--- src/rtl/pci_master_initiator.sv ---
// PCI bus-master initiator: requests the bus, runs one address phase and a
// burst of up to MAX_BURST data phases, and reports the outcome on a simple
// start/done user interface.
module pci_master_initiator #(
  parameter int unsigned DATA_W         = 32,
  parameter int unsigned MAX_BURST      = 8,
  parameter int unsigned DEVSEL_TIMEOUT = 5
) (
  input  logic              clk,
  input  logic              rst,
  input  logic              start,
  input  logic [3:0]        cmd,
  input  logic [31:0]       addr,
  input  logic [3:0]        len,
  input  logic [DATA_W-1:0] wdata,
  output logic              wdata_ack,
  output logic [DATA_W-1:0] rdata,
  output logic              rdata_valid,
  output logic              busy,
  output logic              done,
  output logic [1:0]        status,
  output logic [3:0]        beats_done,
  output logic              req_low,
  input  logic              gnt_low,
  input  logic              frame_in_low,
  input  logic              irdy_in_low,
  output logic              frame_low,
  output logic              irdy_low,
  input  logic              trdy_low,
  input  logic              devsel_low,
  input  logic              stop_low,
  output logic [DATA_W-1:0] ad_out,
  input  logic [DATA_W-1:0] ad_in,
  output logic              ad_oe,
  output logic [3:0]        cbe_low
);

  localparam int unsigned CNT_W = $clog2(DEVSEL_TIMEOUT + 1);

  typedef enum logic [2:0] {
    S_IDLE, S_REQ, S_ADDR, S_DATA, S_LAST, S_TURN
  } state_t;

  state_t            state;
  logic [3:0]        cmd_q;
  logic [31:0]       addr_q;
  logic [3:0]        remaining;
  logic [CNT_W-1:0]  devsel_cnt;
  logic [DATA_W-1:0] ad_q;
  logic [3:0]        len_eff;
  logic              is_write;
  logic              beat_c;
  logic              stop_c;

  // Requested burst length clamped into 1..MAX_BURST
  always_comb begin
    len_eff = len;
    if (len == 4'd0) begin
      len_eff = 4'd1;
    end else if (len > 4'(MAX_BURST)) begin
      len_eff = 4'(MAX_BURST);
    end
  end

  assign is_write  = cmd_q[0];
  assign beat_c    = (state == S_DATA) && !irdy_low && !trdy_low && !devsel_low;
  assign stop_c    = (state == S_DATA) && !stop_low && !devsel_low;
  assign wdata_ack = beat_c && is_write;
  assign ad_out    = ((state == S_DATA) && is_write) ? wdata : ad_q;

  // Transaction FSM with registered bus and user outputs
  always_ff @(posedge clk) begin
    if (rst) begin
      state       <= S_IDLE;
      cmd_q       <= 4'h0;
      addr_q      <= 32'h0;
      remaining   <= 4'd0;
      devsel_cnt  <= '0;
      ad_q        <= '0;
      rdata       <= '0;
      rdata_valid <= 1'b0;
      busy        <= 1'b0;
      done        <= 1'b0;
      status      <= 2'b00;
      beats_done  <= 4'd0;
      req_low     <= 1'b1;
      frame_low   <= 1'b1;
      irdy_low    <= 1'b1;
      ad_oe       <= 1'b0;
      cbe_low     <= 4'hF;
    end else begin
      rdata_valid <= 1'b0;
      done        <= 1'b0;
      case (state)
        S_IDLE: begin
          if (start) begin
            cmd_q      <= cmd;
            addr_q     <= addr;
            remaining  <= len_eff;
            beats_done <= 4'd0;
            status     <= 2'b00;
            busy       <= 1'b1;
            req_low    <= 1'b0;
            state      <= S_REQ;
          end
        end
        S_REQ: begin
          // Take the bus only when granted and nobody else is still on it
          if (!gnt_low && frame_in_low && irdy_in_low) begin
            req_low    <= 1'b1;
            frame_low  <= 1'b0;
            ad_oe      <= 1'b1;
            ad_q       <= DATA_W'(addr_q);
            cbe_low    <= cmd_q;
            devsel_cnt <= '0;
            state      <= S_ADDR;
          end
        end
        S_ADDR: begin
          irdy_low  <= 1'b0;
          cbe_low   <= 4'h0;
          ad_oe     <= is_write;
          frame_low <= !(remaining > 4'd1);
          state     <= S_DATA;
        end
        S_DATA: begin
          if (beat_c) begin
            beats_done <= beats_done + 4'd1;
            remaining  <= remaining - 4'd1;
            devsel_cnt <= '0;
            if (!is_write) begin
              rdata       <= ad_in;
              rdata_valid <= 1'b1;
            end
            if (remaining == 4'd1) begin
              frame_low <= 1'b1;
              irdy_low  <= 1'b1;
              ad_oe     <= 1'b0;
              cbe_low   <= 4'hF;
              done      <= 1'b1;
              status    <= 2'b00;
              state     <= S_TURN;
            end else if (stop_c) begin
              frame_low <= 1'b1;
              ad_oe     <= 1'b0;
              status    <= 2'b10;
              state     <= S_LAST;
            end else begin
              frame_low <= !(remaining > 4'd2);
            end
          end else if (stop_c) begin
            frame_low <= 1'b1;
            ad_oe     <= 1'b0;
            status    <= 2'b10;
            state     <= S_LAST;
          end else if (devsel_low) begin
            // No target claimed the cycle: count toward master abort
            if (devsel_cnt == CNT_W'(DEVSEL_TIMEOUT - 1)) begin
              frame_low <= 1'b1;
              ad_oe     <= 1'b0;
              status    <= 2'b01;
              state     <= S_LAST;
            end else begin
              devsel_cnt <= devsel_cnt + CNT_W'(1);
            end
          end else begin
            devsel_cnt <= '0;
          end
        end
        S_LAST: begin
          frame_low <= 1'b1;
          irdy_low  <= 1'b1;
          ad_oe     <= 1'b0;
          cbe_low   <= 4'hF;
          done      <= 1'b1;
          state     <= S_TURN;
        end
        S_TURN: begin
          busy  <= 1'b0;
          state <= S_IDLE;
        end
        default: state <= S_IDLE;
      endcase
    end
  end

endmodule

--- config.mk ---
export PLATFORM = sky130hd
export DESIGN_NAME = pci_master_initiator
export DESIGN_NICKNAME = d
export VERILOG_FILES = /design/src/rtl/pci_master_initiator.sv
export SDC_FILE = /design/constraint.sdc
export NUM_CORES = 1
export LEC_CHECK = 0
export BUFFER_PORTS_ARGS = -buffer_cell sky130_fd_sc_hd__buf_2
export CORE_MARGIN = 5
export CORE_UTILIZATION = 40
export DETAILED_ROUTE_END_ITERATION = 8
export HOLD_SLACK_MARGIN = 0.1
export PLACE_DENSITY = 0.67
export SLEW_MARGIN = 40
export SYNTH_ARGS = -nofsm -noshare
export SYNTH_HDL_FRONTEND = slang
export SYNTH_SLANG_ARGS = --single-unit
--- constraint.sdc ---
create_clock -name clk -period 2.2 [get_ports clk]
set_input_delay 0.44 -clock clk [delete_from_list [all_inputs] [get_ports clk]]
set_output_delay 0.44 -clock clk [all_outputs]
set_load 0.01 [all_outputs]
==> flow_summary.yaml <==
global_routing:
  grt_max_degree: 51
  gr-total-overflow: 0
  grt_pass1_vias: 4679
  antenna_found_initial: 0
  grt_use_total_pct: 18.11
  grt_pass1_wl_um: 23360
clocking:
  htreeDepth: 4
  postCtsSetupBuffers: 0
  clkTransAtPathRegs_ns: 0.05
  clockBufferDepth: 2
  cts_tree: "done"
  cts.sinks: 127
  clkLatencyLatePin_ns: 0.41
  cts_root_buf: "clkbuf_16"
  cts_hold_buf: 0
  cts_made_buffers: 17
place:
  io_buffers: 194
  dp.cells: 997
  gp_congestion: 0.8055
  placed_area_um2: 6459
  dp_hpwl_um: 9672
  dp_slack_ns: 0.1863
sta:
  hold_ws_ns: 0.2633
  skew_ns: 0.007664
  period_share_pct: 99.00
  tightest_slew_ns: 0.6725
  timing.fmax_mhz: 459.1
  finalHoldViolCount: 0
  setup_violations: 0
  drv_slew: 0
  rsz0062_at_grt: "true"
  period_needed_ns: 2.178
  slew_headroom_pct: 55.17
  finalWorstSetupSlack_ns: 0.02197
floorplanning:
  die_w_um: 125.4
  ios: 195
  core_area_um2: 13140
  die_h_um: 125.4
  rows: 42
  start_util_pct: 40.51
  dieArea_um2: 15710
cells_and_area:
  mostFrequentLayoutCells: "214 x nand2_1, 161 x buf_2, 125 x dfxtp_1"
  diodes: 0
  final_cells: 1030
  fin_area_um2: 7406
  final_util_pct: 56.37
  drive_gt1_share_pct: 33.61
  areaGrowthSynthToFinish_pct: 39.14
  final_nets: 962
  final_common_cell: "nand2_1"
yosys:
  synth_warnings: 0
  synth_top_cells_by_area: "dfxtp_1 48%, nand2_1 15%, a21oi_1 11%"
  avgSynthCellArea_um2: 8.077
  synth-async-reset-ratio_pct: 0
  ys_seq_area_share_pct: 47.77
  synthCells: 659
  synth_seq_cells: 127
  synth_area_leader_cell: "dfxtp_1"
  synth_cell_type_count: 48
  synth_nets: 778
  synth.top_cell.area_share_pct: 47.77
  synth_enable_flop_cells: 0
  synth_flop_cell: "dfxtp_1"
  syn_area_um2: 5323
outcome:
  outcome: "finished clean"
worst_hold_path:
  hold_depth: 3
  hp-class: "input pin to register"
setup_path:
  critPathRequiredTime_ns: 1.76
  endpoint_kind: "primary output"
  worst-path-max-fanout: 8
  cp-start-kind: "register"
  path_class: "register to primary output"
  reg2reg_depth: 6
  cp.arrival_ns: 1.74
power_and_ir_drop:
  p_per_area_nw_per_um2: 788.6
  ir_drop_uv: 449.7
  p_leak_nw: 3.153
routing:
  via_count: 5017
  drt-wirelength-per-cell_um: 14.33
  drtIter0Drc: 282
  vias_per_cell: 4.871
  routed_wl_um: 14760
  drt-pass1-iter-count: 4
  drtAntennaViolNets: 0
  drc: 0
job:
  max_cap_violations: 0
==> report_power, final <==
part	internal, W	switching [W]	total [W]
logic	0.000254	0.000332	0.000586
registers	0.00239	0.0000515	0.00244
clock network	0.00185	0.000957	0.00281
total	0.00450	0.00134	0.00584
==> per-stage QoR <==
| stage | TNS, ns | power, W |
|---|---|---|
| 6_report | 0 | 0.005840 |
| 3_3_place_gp | 0 | 0.003055 |
| 2_1_floorplan | 0 | 0.002815 |
| 3_5_place_dp | 0 | 0.003057 |
| 4_1_cts | 0 | 0.005875 |
| 5_1_grt | -0.5395 | 0.006070 |
==> final timing paths <==
check             slack, ns         end  startpoint
setup / recovery       0.02   ad_out[6]    state[0]
hold / removal         0.26  addr_q[10]    addr[10]
setup reg to reg       0.21   rdata[31]    state[2]
hold reg to reg        0.45   rdata[29]   rdata[29]
==> registers in the layout (all words and copies together) (netlist names) <==
register	cells
ad_oe	1
ad_q	32
addr_q	32
beats_done	4
busy	1
cbe_low	4
cmd_q	4
devsel_cnt	3
done	1
frame_low	1
irdy_low	1
rdata	32
rdata_valid	1
remaining	4
req_low	1
state	3
status	2
==> critical path: stages, from the launching register on <==
cell	delay, ns
dfxtp_1	0.31
and3b_2	0.25
nand2_8	0.13
clkbuf_16	0.17
mux2_2	0.34
buf_6	0.12
==> metal layers <==
layer	up-vias	routed length, µm	GRT usage, %
met5	-	0	0
li1	2574	-	-
met2	139	7145	29.74
met3	19	770	4.776
met1	2285	6572	22.97
met4	0	269	6.696
==> cell families (layout without fill, tap and decap cells) <==
| family | count (synthesis) | after routing | synth area share (%) |
|---|---|---|---|
| buf+inv | 54 | 249 | 4.866 |
| fa+ha+maj | 6 | 6 | 1.410 |
| flops | 127 | 127 | 47.77 |
| compound gates | 150 | 150 | 15.37 |
| xor+xnor | 3 | 3 | 0.4937 |
| simple gates | 281 | 281 | 22.17 |
| mux | 38 | 38 | 7.922 |
==> cell type report <==
cell class | count | area (µm²)
Inverter | 6 | 22.52
Clock inverter | 6 | 107.6
Multi-Input combinational cell | 478 | 2608
Sequential cell | 127 | 2545
Clock buffer | 24 | 481.7
Timing Repair Buffer | 213 | 1421
Tap cell | 176 | 220.2
Fill cell | 1239 | 5732
==> cells in the mapped netlist (2+ instances only) <==
cell type / n
inv_1: 6
buf_2: 15
mux2_2: 33
buf_6: 5
a31oi_1: 3
and2_1: 2
or2_2: 2
o21a_1: 3
xor2_1: 2
nand4_1: 3
a211oi_1: 2
nand2_1: 215
clkbuf_1: 28
dfxtp_1: 127
ha_1: 6
or3_1: 3
a211o_1: 2
mux2i_1: 5
nand3_1: 6
nand2b_1: 4
o21ai_0: 10
nand3b_1: 4
nor3_1: 9
a21oi_1: 119
nor2_1: 21
nor3b_1: 2
==> what timing repair did <==
action	in CTS	in global routing
pin swaps	1	2
gates cloned	1	2
setup endpoints to repair	3	32
resized for setup	4	51
Note: power is estimated with default switching activity, not from simulation.
